===== src/rtl/pi_sequencer.sv =====
// pi_sequencer: start-up, ramp, watchdog and coefficient sequencing for one PI loop.
// Define PI_SEQ_RAMP_EN to enable rate-limited setpoint ramping (RAMP state).
module pi_sequencer #(
  parameter int inputBitSize      = 27,
  parameter int coeffBitSize      = 27,
  parameter int RESET_HOLD_CYCLES = 4,
  parameter int TIMEOUT_BITS      = 16
) (
  input  logic                    clk,
  input  logic                    reset,
  input  logic                    start,
  input  logic                    stop,
  input  logic [inputBitSize-1:0] start_setpoint,
  input  logic [inputBitSize-1:0] target_setpoint,
  input  logic [inputBitSize-1:0] ramp_step,
  input  logic [TIMEOUT_BITS-1:0] timeout_cycles,
  input  logic [coeffBitSize-1:0] coeff_kp_new,
  input  logic [coeffBitSize-1:0] coeff_ti_new,
  input  logic                    coeff_load,
  input  logic                    sample_valid,
  input  logic                    pi_output_valid,
  input  logic                    pi_saturated,
  output logic                    pi_reset_pi,
  output logic                    pi_enable_pi,
  output logic                    pi_limiting,
  output logic [inputBitSize-1:0] pi_setpoint,
  output logic [coeffBitSize-1:0] pi_kp_coefficient,
  output logic [coeffBitSize-1:0] pi_ti_coefficient,
  output logic [2:0]              state,
  output logic                    busy,
  output logic                    ramp_done,
  output logic                    coeff_pending,
  output logic                    fault
);

  localparam int N  = inputBitSize;
  localparam int C  = coeffBitSize;
  localparam int TB = TIMEOUT_BITS;
  localparam int HW = (RESET_HOLD_CYCLES > 1) ? $clog2(RESET_HOLD_CYCLES) : 1;
  localparam logic [HW-1:0] HOLD_LAST = HW'(RESET_HOLD_CYCLES - 1);

  typedef enum logic [2:0] {
    S_IDLE  = 3'd0,
    S_CLEAR = 3'd1,
    S_WAIT  = 3'd2,
    S_RAMP  = 3'd3,
    S_HOLD  = 3'd4,
    S_FAULT = 3'd5
  } state_e;

  state_e        state_q, state_d;
  logic [HW-1:0] hold_q, hold_d;
  logic [TB-1:0] wd_q, wd_d;
  logic [N-1:0]  sp_q, sp_d;
  logic [C-1:0]  kp_q, kp_d;
  logic [C-1:0]  ti_q, ti_d;
  logic [C-1:0]  kp_sh_q, kp_sh_d;
  logic [C-1:0]  ti_sh_q, ti_sh_d;
  logic          pend_q, pend_d;
  logic          rst_pi_q, rst_pi_d;
  logic          en_q, en_d;
  logic          lim_q, lim_d;
  logic          busy_q, busy_d;
  logic          done_q, done_d;
  logic          fault_q, fault_d;

  logic          wd_trip;
  logic [TB-1:0] wd_inc;
  logic          apply_now;

  assign wd_trip = (timeout_cycles != '0) && (wd_q >= timeout_cycles);
  assign wd_inc  = (wd_q == '1) ? wd_q : wd_q + TB'(1);

`ifdef PI_SEQ_RAMP_EN
  // Ramp maths one bit wider than the setpoint so the difference cannot wrap.
  logic [N:0]   sp_x, tg_x, st_x, diff, mag;
  logic [N-1:0] ramp_nxt;
  logic         ramp_hit;

  assign sp_x     = {sp_q[N-1], sp_q};
  assign tg_x     = {target_setpoint[N-1], target_setpoint};
  assign st_x     = {1'b0, ramp_step};
  assign diff     = tg_x - sp_x;
  assign mag      = diff[N] ? ((N+1)'(0) - diff) : diff;
  assign ramp_hit = (ramp_step == '0) || (mag <= st_x);
  assign ramp_nxt = N'(diff[N] ? (sp_x - st_x) : (sp_x + st_x));
`else
  logic unused_ramp;
  assign unused_ramp = ^{start_setpoint, ramp_step};
`endif

  always_comb begin
    state_d = state_q;
    hold_d  = hold_q;
    wd_d    = '0;
    sp_d    = sp_q;

    unique case (state_q)
      S_IDLE: begin
        hold_d = '0;
        if (start && !stop) begin
          state_d = S_CLEAR;
`ifdef PI_SEQ_RAMP_EN
          sp_d = start_setpoint;
`endif
        end
      end
      S_CLEAR: begin
        if (hold_q == HOLD_LAST) begin
          state_d = S_WAIT;
          hold_d  = '0;
        end else begin
          hold_d = hold_q + HW'(1);
        end
      end
      S_WAIT: begin
        wd_d = wd_inc;
        if (wd_trip) begin
          state_d = S_FAULT;
        end else if (pi_output_valid) begin
          wd_d = '0;
`ifdef PI_SEQ_RAMP_EN
          state_d = S_RAMP;
`else
          state_d = S_HOLD;
          sp_d    = target_setpoint;
`endif
        end
      end
      S_RAMP: begin
        wd_d = pi_output_valid ? '0 : wd_inc;
        if (wd_trip) begin
          state_d = S_FAULT;
        end
`ifdef PI_SEQ_RAMP_EN
        else if (sample_valid) begin
          if (ramp_hit) begin
            sp_d    = target_setpoint;
            state_d = S_HOLD;
          end else begin
            sp_d = ramp_nxt;
          end
        end
`endif
      end
      S_HOLD: begin
        wd_d = pi_output_valid ? '0 : wd_inc;
        if (wd_trip) begin
          state_d = S_FAULT;
        end
`ifdef PI_SEQ_RAMP_EN
        else if (target_setpoint != sp_q) begin
          state_d = S_RAMP;
        end
`else
        else if (sample_valid) begin
          sp_d = target_setpoint;
        end
`endif
      end
      S_FAULT: begin
        state_d = S_FAULT;
      end
      default: begin
        state_d = S_IDLE;
      end
    endcase

    if (stop && (state_q != S_IDLE)) begin
      state_d = S_IDLE;
      hold_d  = '0;
      wd_d    = '0;
    end
  end

  // Shadow coefficients reach the PI block only at a sample boundary while running.
  assign apply_now = (state_q inside {S_IDLE, S_CLEAR, S_FAULT}) || sample_valid;

  always_comb begin
    kp_sh_d = kp_sh_q;
    ti_sh_d = ti_sh_q;
    kp_d    = kp_q;
    ti_d    = ti_q;
    pend_d  = pend_q;
    if (coeff_load) begin
      kp_sh_d = coeff_kp_new;
      ti_sh_d = coeff_ti_new;
      pend_d  = 1'b1;
    end else if (pend_q && apply_now) begin
      kp_d   = kp_sh_q;
      ti_d   = ti_sh_q;
      pend_d = 1'b0;
    end
  end

  always_comb begin
    rst_pi_d = state_d inside {S_IDLE, S_CLEAR, S_FAULT};
    en_d     = state_d inside {S_WAIT, S_RAMP, S_HOLD};
    lim_d    = pi_saturated && (state_d inside {S_RAMP, S_HOLD});
    busy_d   = state_d != S_IDLE;
    done_d   = (state_d == S_HOLD) && (sp_d == target_setpoint);
    fault_d  = state_d == S_FAULT;
  end

  always_ff @(posedge clk) begin
    if (reset) begin
      state_q  <= S_IDLE;
      hold_q   <= '0;
      wd_q     <= '0;
      sp_q     <= '0;
      kp_q     <= '0;
      ti_q     <= '0;
      kp_sh_q  <= '0;
      ti_sh_q  <= '0;
      pend_q   <= 1'b0;
      rst_pi_q <= 1'b1;
      en_q     <= 1'b0;
      lim_q    <= 1'b0;
      busy_q   <= 1'b0;
      done_q   <= 1'b0;
      fault_q  <= 1'b0;
    end else begin
      state_q  <= state_d;
      hold_q   <= hold_d;
      wd_q     <= wd_d;
      sp_q     <= sp_d;
      kp_q     <= kp_d;
      ti_q     <= ti_d;
      kp_sh_q  <= kp_sh_d;
      ti_sh_q  <= ti_sh_d;
      pend_q   <= pend_d;
      rst_pi_q <= rst_pi_d;
      en_q     <= en_d;
      lim_q    <= lim_d;
      busy_q   <= busy_d;
      done_q   <= done_d;
      fault_q  <= fault_d;
    end
  end

  assign state             = state_q;
  assign pi_setpoint       = sp_q;
  assign pi_kp_coefficient = kp_q;
  assign pi_ti_coefficient = ti_q;
  assign coeff_pending     = pend_q;
  assign pi_reset_pi       = rst_pi_q;
  assign pi_enable_pi      = en_q;
  assign pi_limiting       = lim_q;
  assign busy              = busy_q;
  assign ramp_done         = done_q;
  assign fault             = fault_q;

endmodule


===== config.mk =====
export PLATFORM = sky130hd
export DESIGN_NAME = pi_sequencer
export DESIGN_NICKNAME = d
export VERILOG_FILES = /design/src/rtl/pi_sequencer.sv
export SDC_FILE = /design/constraint.sdc
export NUM_CORES = 1
export LEC_CHECK = 0
export CELL_PAD_IN_SITES_DETAIL_PLACEMENT = 0
export CELL_PAD_IN_SITES_GLOBAL_PLACEMENT = 1
export CORE_UTILIZATION = 35
export CTS_CLUSTER_SIZE = 30
export DETAILED_ROUTE_END_ITERATION = 16
export HOLD_SLACK_MARGIN = 0.02
export PLACE_DENSITY_LB_ADDON = 0.1
export SLEW_MARGIN = 20
export SYNTH_ARGS = -nofsm -noshare
export SYNTH_HDL_FRONTEND = slang
export SYNTH_SLANG_ARGS = --single-unit

===== constraint.sdc =====
create_clock -name clk -period 6.9 [get_ports clk]
set_input_delay 0.69 -clock clk [delete_from_list [all_inputs] [get_ports clk]]
set_output_delay 0.69 -clock clk [all_outputs]
set_load 0.005 [all_outputs]

==> metrics.md <==
| Metric | Value |
|---|---|
| Logic gate share of total power | 0.084 |
| Initial DRC count | about 310 |
| Layout cells sized above 1 | 0.05031 |
| Worst Setup Start Kind | input port |
| Grt met3 use | 0.06372 |
| Final min period | 3.313 ns |
| Number of flops mapped to enable cells by yosys | 0 |
| # IOs | 250 |
| Fin Clk Skew | 0.01216 ns |
| DIE WIDTH | 142.8 um |
| Area Overhead vs Synth | 38.68% |
| Port Buffers | approximately 200 |
| Post-Synthesis Net Count | 968 |
| Cell Chain, Critical Path | clkdlybuf4s50_1, inv_1, ha_1, a211oi_1, o22ai_1, or3_4, o31ai_4, buf_4, and2_2, a31o_1 |
| Critical Path End Type | flip-flop |
| Routability cong. | roughly 0.8 |
| Largest net degree at the start of global routing | 66 |
| R2r startpoint | wd_q[0] |
| Fraction of registers with async set/reset | 0 |
| Post-synth top flop | dfxtp_1 |
| Post CTS Setup Buffer Count | 0 |
| Vias | about 5900 |
| Final global-route overflow total | 0 |
| Inst Count DP | 1208 |
| Routed Antenna Nets | 0 |
| CTS Sinks | 163 |
| Core ar. | roughly 20000 um2 |
| CP required | ~7.3 ns |
| Sequential share of the synthesized area | 0.4705 |
| NetSw | between 500 and 600 uW |
| Diode count | 0 |
| Initial Util | 0.3563 |
| Ys Warns | 0 |
| Mean Syn Cell Area | 8.768 um2 |
| Routed WL | 18170 um |
| Leak Pwr | around 3.6 nW |
| Max_slew headroom | 0.3448 |
| Site Rows | ~50 |
| Met1 usage | 0.2383 |
| Total track usage | 0.1828 |
| Tcrit/Tclk final | 0.4802 |
| Vert. Die Dim | approximately 140 um |
| CTS root buffer | clkbuf_16 |
| Vias in the first global route | between 5000 and 6000 |
| Final cell count without fillers | 1239 |
| H-tree levels | 4 |
| Mapped Cells | ~800 |
| Final Hold Vio Count | 0 |
| Sw frac | 0.2468 |
| Total CTS buffers | 17 |
| Most common cell in the synthesized netlist | dfxtp_1 |
| Iteration count of the initial detailed-routing pass | 4 |
| TNS Setup | 0 ns |
| Met2 usage | 0.2853 |
| Ranking of synthesized cells by area | dfxtp_1 (47%), mux2i_1 (8.1%), nand2_1 (8.0%), a21oi_1 (7.0%), nor2_1 (4.2%) |
| Clock transition at the registers of the reported paths | approximately 0.07 ns |
| Outcome | completed |
| Most crowded layer after global routing | met2 |
| Final Setup Violations | 0 |
| Overall Power | 2.048 mW |
| Nets | 1139 |
| HP Class | reg -> reg |
| CP endpoint | pi_setpoint[10] |
| Synthesized cell area | between 6000 and 7000 um2 |
| CP Launch Point | timeout_cycles[13] |
| R2R Setup Slk | 3.94 ns |
| TritonCTS clock tree | built |
| Die area | a little over 20000 um2 |
| Crit path DAT | 3.67 ns |
| Slew @ Worst Pin | between 0.9 and 1 ns |
| Max-cap viol count | 0 |
| Sequential fraction of design power | 0.477 |
| Placement Cell Area | 9062 um2 |
| HPWL after DPL | 11800 um |
| Clock power frac | 0.439 |
| Critical path peak fanout | 32 |
| Slew Limit Fails | 0 |
| DRC Markers | 0 |
| Final instance area | a little under 10000 um2 |
| First-pass GRT wire length | about 29000 um |
| CP max stage cell | and2_2 |
| Synth top area share | 0.4705 |
| Number of distinct library cells after synthesis | 53 |
| Clock Tree Buf Depth | 2 |
| RSZ-0062 raised after global routing | no |
| Hold-fix buffers, CTS | 0 |
| Seq cells post-synth | 163 |
| Pint | between 1.5 and 2 mW |
| Worst hold slack | about 0.44 ns |
| Reg2reg end | pi_setpoint[10] |
| Achievable clock frequency | between 300 and 400 MHz |
| Initial antenna violation count | 0 |
| Yosys top cell by area | dfxtp_1 |
| CTS resizes | 0 |
| Fill count | about 1900 |
| Average wire per standard cell | roughly 15 um |
| Via density | just under 5 |
| Slowest stage delay, CP | a little over 0.6 ns |
| Max rail drop VDD | around 0.18 mV |
| Crit Path Class | in -> reg |
| Post-synth top cells | dfxtp_1 (163), nand2_1 (148), a21oi_1 (97), nor2_1 (78), mux2i_1 (56) |
| Clk_lat worst skew | roughly 0.42 ns |
| Worst r2r path cells | 9 |
| Power density cells | ~210 nW/um2 |
per-stage QoR:
step	util	worst slack [ns]
floorplan	-	4.354
global placement	0.4656	2.786
global route	0.4942	3.406
CTS	0.4941	3.251
finish	0.4942	3.587
detailed placement	0.4656	2.842
cell usage in the layout, fill, tap and decap left out, types with 2 or more instances in the layout:
cell / n
dfxtp_1: 163
nor2_1: 78
inv_6: 5
ha_1: 18
or3b_2: 2
nand4_1: 12
nor4_1: 5
o31a_1: 2
and3_1: 5
clkinvlp_4: 3
xor2_1: 6
clkinv_4: 3
nor3_1: 10
nand2_1: 148
nand2b_1: 5
mux2i_1: 56
a31o_1: 27
clkbuf_16: 17
a21oi_1: 96
o21ai_1: 2
buf_4: 8
a21o_1: 2
xnor2_1: 31
clkdlybuf4s50_1: 193
inv_8: 2
a31oi_1: 4
o21ai_0: 6
inv_1: 23
nand3_1: 11
a211oi_1: 3
registers in the layout, indices dropped and copies added (netlist names), 2 cells and up:
signal and cells:
wd_q 16, hold_q 2, kp_sh_q 27, ti_sh_q 27, pi_kp_coefficient 27, pi_ti_coefficient 27
state 3, pi_setpoint 27
per-layer routing:
| metal | part of all wire | wire length (um) |
|---|---|---|
| met4 | 0.0094 | 170 |
| met2 | 0.45 | 8186 |
| met5 | 0 | 0 |
| met1 | 0.47 | 8571 |
| met3 | 0.068 | 1236 |
power groups by stage:
stage | Combinational, mW | Sequential [mW] | Clock (mW)
floorplan | 0.0797 | 0.997 | 0
global placement | 0.173 | 0.999 | 0
detailed placement | 0.174 | 0.999 | 0
CTS | 0.175 | 0.978 | 0.932
global route | 0.190 | 0.980 | 0.970
finish | 0.172 | 0.978 | 0.898
worst max-delay path, delay by kind of cell:
family	cells	cell delay, ns
fa+ha+maj	1	0.30
compound gates	4	0.78
simple gates	2	1.00
buf+inv	3	0.90
kinds of logic (layout without fill, tap and decap cells):
logic type               after synthesis  in the layout  share of synthesized area
AND/OR/NAND/NOR                      287            287                     0.1800
flip-flops                           163            163                     0.4705
AO/OA/AOI/OAI                        158            158                     0.1461
buffers and inverters                 72            255                    0.04330
multiplexers                          56             56                    0.08082
XOR/XNOR                              37             37                    0.04673
adder cells (fa/ha/maj)               18             18                    0.03247
area by class of cell:
type / instances / area [um2] / share of cell area
tap: 265 / 331.6 / 0.03447
clock inverter: 13 / 115.1 / 0.01197
timing repair buffer: 201 / 1992 / 0.2071
multi-input combinational: 556 / 3391 / 0.3525
sequential: 163 / 3263 / 0.3393
inverter: 23 / 86.33 / 0.008976
clock buffer: 18 / 439.2 / 0.04566
how the worst min path moves through the flow:
stage,cells after the start,startpoint,to,slack [ns]
2_1_floorplan,2,kp_sh_q[0],pi_kp_coefficient[0],0.43
3_3_place_gp,2,ti_sh_q[12],pi_ti_coefficient[12],0.44
3_5_place_dp,2,ti_sh_q[14],pi_ti_coefficient[14],0.44
4_1_cts,2,ti_sh_q[15],pi_ti_coefficient[15],0.45
5_1_grt,2,ti_sh_q[8],pi_ti_coefficient[8],0.46
6_report,2,ti_sh_q[8],pi_ti_coefficient[8],0.44
Power figures use the tool's default switching activity.
